`config.mk`:
```
export PLATFORM = sky130hd
export DESIGN_NAME = ddr_burst_master
export DESIGN_NICKNAME = d
export VERILOG_FILES = /design/src/rtl/ddr_if_pkg.sv /design/src/rtl/ddr_ack_watchdog.sv /design/src/rtl/ddr_burst_master.sv
export SDC_FILE = /design/constraint.sdc
export NUM_CORES = 1
export LEC_CHECK = 0
export ABC_AREA = 1
export BUFFER_PORTS_ARGS = -buffer_cell sky130_fd_sc_hd__buf_2
export CAP_MARGIN = 10
export CORE_AREA = 2 2 230 232
export CTS_CLUSTER_SIZE = 30
export DETAILED_ROUTE_END_ITERATION = 6
export DIE_AREA = 0 0 232 234
export PLACE_DENSITY = 0.5
export RECOVER_POWER = 25
export SLEW_MARGIN = 20
export SYNTH_ARGS = -nofsm -noshare
export SYNTH_HDL_FRONTEND = slang
export SYNTH_SLANG_ARGS = --single-unit
```
`constraint.sdc`:
```
create_clock -name clk -period 3.7 [get_ports clk]
set_input_delay 0.37 -clock clk [delete_from_list [all_inputs] [get_ports clk]]
set_output_delay 0.37 -clock clk [all_outputs]
set_load 0.005 [all_outputs]
```
`src/rtl/ddr_if_pkg.sv`:
```
// Shared definitions for the DDR request/acknowledge interface, used by the
// burst master and by simple_ddr_ctrl.
package ddr_if_pkg;

  localparam int unsigned DDR_ADDR_WIDTH = 28;
  localparam int unsigned DDR_DATA_WIDTH = 128;

  typedef enum logic [2:0] {
    IDLE   = 3'd0,
    WFETCH = 3'd1,
    REQ    = 3'd2,
    RHOLD  = 3'd3,
    DONE   = 3'd4
  } burst_state_t;

endpackage

```
`src/rtl/ddr_ack_watchdog.sv`:
```
// Counts cycles spent waiting for mem_ack; timeout fires in the
// ACK_TIMEOUT-th enabled cycle after a clear.
module ddr_ack_watchdog #(
  parameter int unsigned ACK_TIMEOUT = 255
) (
  input  logic clk,
  input  logic reset_n,
  input  logic clr,
  input  logic en,
  output logic timeout
);

  localparam int unsigned CW = (ACK_TIMEOUT < 2) ? 1 : $clog2(ACK_TIMEOUT);
  localparam logic [CW-1:0] LIMIT = CW'(ACK_TIMEOUT - 1);

  logic [CW-1:0] count;

  always_ff @(posedge clk) begin
    if (!reset_n) begin
      count <= '0;
    end else if (clr) begin
      count <= '0;
    end else if (en && (count != LIMIT)) begin
      count <= count + 1'b1;
    end
  end

  assign timeout = en && (count == LIMIT);

endmodule

```
`src/rtl/ddr_burst_master.sv`:
```
// Burst initiator for the simple_ddr_ctrl mem_* interface: one single-word
// request per word at incrementing addresses, fed from / drained to streams.
module ddr_burst_master
  import ddr_if_pkg::*;
#(
  parameter int unsigned ADDR_WIDTH  = DDR_ADDR_WIDTH,
  parameter int unsigned DATA_WIDTH  = DDR_DATA_WIDTH,
  parameter int unsigned LEN_WIDTH   = 16,
  parameter int unsigned ACK_TIMEOUT = 255
) (
  input  logic                  clk,
  input  logic                  reset_n,
  input  logic                  cmd_valid,
  output logic                  cmd_ready,
  input  logic [ADDR_WIDTH-1:0] cmd_addr,
  input  logic [LEN_WIDTH-1:0]  cmd_len,
  input  logic                  cmd_we,
  input  logic [DATA_WIDTH-1:0] wr_data,
  input  logic                  wr_valid,
  output logic                  wr_ready,
  output logic [DATA_WIDTH-1:0] rd_data,
  output logic                  rd_valid,
  input  logic                  rd_ready,
  output logic [ADDR_WIDTH-1:0] mem_addr,
  output logic [DATA_WIDTH-1:0] mem_wdata,
  output logic                  mem_we,
  output logic                  mem_req,
  input  logic                  mem_ack,
  input  logic [DATA_WIDTH-1:0] mem_rdata,
  output logic                  busy,
  output logic                  done,
  output logic                  err
);

  burst_state_t         state, state_next;
  logic [LEN_WIDTH-1:0] remaining;
  logic                 we_q;
  logic                 accept, advance, load_wdata, capture_rdata, set_err;
  logic                 wd_timeout;
  logic                 last_word;

  assign last_word = (remaining == LEN_WIDTH'(1));
  assign cmd_ready = (state == IDLE);
  assign busy      = (state != IDLE);
  assign wr_ready  = (state == WFETCH);

  ddr_ack_watchdog #(
    .ACK_TIMEOUT(ACK_TIMEOUT)
  ) u_watchdog (
    .clk    (clk),
    .reset_n(reset_n),
    .clr    (state != REQ),
    .en     (state == REQ),
    .timeout(wd_timeout)
  );

  always_comb begin
    state_next    = state;
    accept        = 1'b0;
    advance       = 1'b0;
    load_wdata    = 1'b0;
    capture_rdata = 1'b0;
    set_err       = 1'b0;
    unique case (state)
      IDLE: begin
        if (cmd_valid) begin
          accept = 1'b1;
          if (cmd_len == '0)  state_next = DONE;
          else if (cmd_we)    state_next = WFETCH;
          else                state_next = REQ;
        end
      end
      WFETCH: begin
        if (wr_valid) begin
          load_wdata = 1'b1;
          state_next = REQ;
        end
      end
      REQ: begin
        // An ack arriving in the timeout cycle still completes the word.
        if (mem_ack) begin
          if (we_q) begin
            advance    = 1'b1;
            state_next = last_word ? DONE : WFETCH;
          end else begin
            capture_rdata = 1'b1;
            state_next    = RHOLD;
          end
        end else if (wd_timeout) begin
          set_err    = 1'b1;
          state_next = DONE;
        end
      end
      RHOLD: begin
        if (rd_ready) begin
          advance    = 1'b1;
          state_next = last_word ? DONE : REQ;
        end
      end
      DONE:    state_next = IDLE;
      default: state_next = IDLE;
    endcase
  end

  // Handshake outputs are registered copies of the next state so they are
  // glitch-free toward the controller and the stream sink.
  always_ff @(posedge clk) begin
    if (!reset_n) begin
      state     <= IDLE;
      remaining <= '0;
      we_q      <= 1'b0;
      mem_addr  <= '0;
      mem_wdata <= '0;
      rd_data   <= '0;
      mem_req   <= 1'b0;
      mem_we    <= 1'b0;
      rd_valid  <= 1'b0;
      done      <= 1'b0;
      err       <= 1'b0;
    end else begin
      state    <= state_next;
      mem_req  <= (state_next == REQ);
      mem_we   <= (state_next == REQ) && (accept ? cmd_we : we_q);
      rd_valid <= (state_next == RHOLD);
      done     <= (state_next == DONE);
      if (accept) begin
        mem_addr  <= cmd_addr;
        remaining <= cmd_len;
        we_q      <= cmd_we;
        err       <= 1'b0;
      end
      if (advance) begin
        mem_addr  <= mem_addr + 1'b1;
        remaining <= remaining - 1'b1;
      end
      if (set_err)       err       <= 1'b1;
      if (load_wdata)    mem_wdata <= wr_data;
      if (capture_rdata) rd_data   <= mem_rdata;
    end
  end

endmodule

```
==> impl_metrics.toml <==
[worst_setup_path]
slowest_delay_ns = 0.79
cp.buffers_inverters = 2
worstPathArrival_ns = 2.98
cp_data_required_time_ns = 4.19
crit_path_end_kind = "flip-flop"
crit_fanout = 96
start_kind = "flip-flop"
slowest_stage = "buf_4"
worstPathCellList = "inv_1 -> nand2_1 -> nor2_4 -> buf_4 -> o21ai_0 -> nor2_1"
worst-setup-path-type = "flip-flop to flip-flop"
crit_family = "buffers and inverters"

[pwr]
p_int_mw = 6.895
switching_share = 0.2906
seqPwrFrac = 0.410
peakVddDrop_mv = 0.3476
p_per_area_nw_per_um2 = 554.1
p_clk_frac = 0.421
p_sw_mw = 2.824
combPwrFrac = 0.169
p_leak_nw = 7.993

[floorplan]
rows = 84
die_w_um = 232
coreArea_sq_um = 52020
die_y_um = 234
pin_count = 599
dieArea_sq_um = 54290
initial_utilization = 0.2475

[sta]
setup_slack_ns = 1.211
finalSetupTns_ns = 0
max_freq_ghz = 0.4018
rsz0062_at_grt = "false"
relSlewSlack = 0.4012
tightest_slew_ns = 0.8982
finalHoldViolations = 0
worst_clock_skew_ns = 0.02368
period_minus_slack_ns = 2.489
setup_viol = 0
slew_violations = 0
period_share = 0.6726

[layout]
fin_nets = 2651
drive_above_1_share = 0.2432
multi_input_area_sq_um = 5702
nFillCells = 5761
area_growth_pct = 36.20
seqCellArea_sq_um = 6346

[routing]
dr.first_iter.drc_count = 645
first_pass_iters = 5
final_antenna_net_count = 0
viasPerCell = 4.480
wl_per_cell_um = 16.63
vias = 13735
drc = 0
routed_wl_um = 50990

[logic_synthesis]
yosysWarnings = 0
syn_area_sq_um = 12880
synth_fp_nets = 2105
synth.distinct_cells = 36
syn_inst = 1793
ys_ff_latch = 317
yosysSeqAreaShare = 0.4928
syn_area_per_cell_sq_um = 7.182

[global_routing]
grt_max_degree = 197
grt_usage = 0.1763
antenna_found_initial = 18
grt_overflow = 0
grt_pass1_wl_um = 74800
grt_pass1_vias = 12901

[cts]
clk_pin_slew_ns = 0.06
cts_setup_buffers = 0
cts-htree-levels = 2
root_buffer = "clkbuf_16"
postCtsHoldBufs = 2
cts_tree = "built"
clock-sinks = 317
cts_buffers = 39
clk_path_buf_depth = 3
clock_latency_ns = 0.55
cts-resized-gates = 0

[placed_design]
hpwl_um = 37490
gp_congestion = 0.8585
io_buffers = 598
preCtsSetupSlack_ns = 1.237

[worst_hold_path]
hold_class = "primary input to flip-flop"

[outcome]
status = "complete, no violations"

[job]
drv_cap = 0
[sequential cells by signal, summed over array words and instances (netlist names)]
name              cells
remaining            16
mem_we                1
we_q                  1
mem_wdata           128
done                  1
u_watchdog.count      8
err                   1
mem_req               1
mem_addr             28
rd_data             128
state                 3
rd_valid              1
[layer usage]
metal  global-route usage  share of wire  up-vias
met3              0.06128          0.086       96
met2               0.3064           0.49      466
met1               0.2020           0.40     6346
met4              0.05689          0.027        8
li1                     -              -     6819
met5                    0         0.0010        -
[cells by family (layout without fill, tap and decap cells)]
| logic type | count (synthesis) | in the layout | synth area share |
|---|---|---|---|
| buf+inv | 170 | 745 | 0.06539 |
| simple gates | 938 | 938 | 0.2874 |
| fa+ha+maj | 5 | 5 | 0.004858 |
| other cells | 0 | 10 | 0 |
| flops | 317 | 317 | 0.4928 |
| compound gates | 345 | 345 | 0.1373 |
| xor+xnor | 18 | 18 | 0.01224 |
[Yosys cell counts]
cell      instances  area [sq um]
a21boi_1          5         37.54
inv_1            59         221.5
o21ai_1           4         20.02
nand2_1         229         859.6
nor2_2            1         6.260
ha_1              5         62.56
inv_6             1         8.760
a211oi_1          2         15.01
a22oi_1           1         7.510
o21ai_0         274          1371
clkbuf_1         44         165.2
buf_2            35         175.2
clkinv_1          2         7.510
nand4_1           5         31.28
o211ai_1          2         15.01
nor3_4            1         16.27
dfxtp_1         317          6346
o211ai_2          1         12.51
xor2_1           11         96.34
xnor2_1           7         61.31
nor2_8            1         20.02
nand3b_1          6         45.04
nand2_2           2         12.51
or2_0             1         6.260
nand3_2           1         10.01
a31oi_1           7         43.79
nor3_2            1         10.01
buf_6            17         191.4
inv_2             4         15.01
a21oi_1          49         245.2
clkbuf_2          1         5.000
nand3_1          51         255.2
nor2_1          633          2376
nand2_4           3         33.78
or2_2             3         18.77
buf_4             7         52.55
[area by class of cell]
cell class | instances | area share
Antenna cell | 10 | 0.001427
Clock buffer | 54 | 0.06691
Clock inverter | 16 | 0.01198
Inverter | 66 | 0.01470
Multi-Input combinational cell | 1306 | 0.3251
Sequential cell | 317 | 0.3618
Tap cell | 688 | 0.04908
Timing Repair Buffer | 609 | 0.1690
[path summary, 6_finish.rpt]
kind / startpoint / end / slack (ns) / depth (start not counted)
hold reg to reg: remaining[15]$_SDFFE_PN0P_ / remaining[15]$_SDFFE_PN0P_ / 0.47 / 2
setup / recovery: state[1]$_SDFF_PN0_ / mem_wdata[113]$_SDFFE_PN0P_ / 1.21 / 6
setup reg to reg: state[1]$_SDFF_PN0_ / mem_wdata[113]$_SDFFE_PN0P_ / 1.21 / 6
hold / removal: wr_data[14] / mem_wdata[14]$_SDFFE_PN0P_ / 0.04 / 3
[stage by stage]
stage	cells	area [sq um]	hold WS, ns	util	power (mW)
6_report	3066	17540	0.03895	0.3371	9.718
5_1_grt	3059	17520	0.01465	0.3368	10.25
4_1_cts	3056	17660	0.001667	0.3395	9.889
3_5_place_dp	2984	16260	0.4661	0.3126	5.736
3_3_place_gp	2984	16260	0.4547	0.3126	5.716
2_1_floorplan	1793	12880	0.4435	-	4.975
[power groups by stage]
stage / sequential (mW) / clock (mW) / combinational [mW]
2_1_floorplan: 4.04 / 0 / 0.935
3_3_place_gp: 4.04 / 0 / 1.67
4_1_cts: 3.98 / 4.21 / 1.70
3_5_place_dp: 4.05 / 0 / 1.69
5_1_grt: 4.03 / 4.35 / 1.87
6_report: 3.99 / 4.09 / 1.64
[worst reg2reg max path, delay by kind of cell (launching register included)]
kind / cells / cell delay (ns)
and+or+nand+nor: 3 / 0.85
DFF: 1 / 0.33
buffers and inverters: 2 / 0.97
AOI/OAI and AO/OA: 1 / 0.28
[placed cells by master, fill, tap and decap left out, types with 4 or more instances in the layout]
cell type / netlist / routed
a21boi_1: 5 / 5
a21oi_1: 49 / 49
a31oi_1: 7 / 7
buf_2: 35 / 476
buf_4: 7 / 6
bufinv_16: 0 / 4
clkbuf_1: 44 / 123
clkbuf_16: 0 / 40
clkbuf_8: 0 / 12
clkinv_2: 0 / 6
dfxtp_1: 317 / 317
diode_2: 0 / 10
ha_1: 5 / 5
inv_1: 59 / 57
inv_2: 4 / 4
nand2_1: 229 / 228
nand2_4: 3 / 4
nand3_1: 51 / 51
nand3b_1: 6 / 6
nand4_1: 5 / 5
nor2_1: 633 / 633
o21ai_0: 274 / 274
o21ai_1: 4 / 4
xnor2_1: 7 / 7
xor2_1: 11 / 11
(Power assumes the default switching activity.)
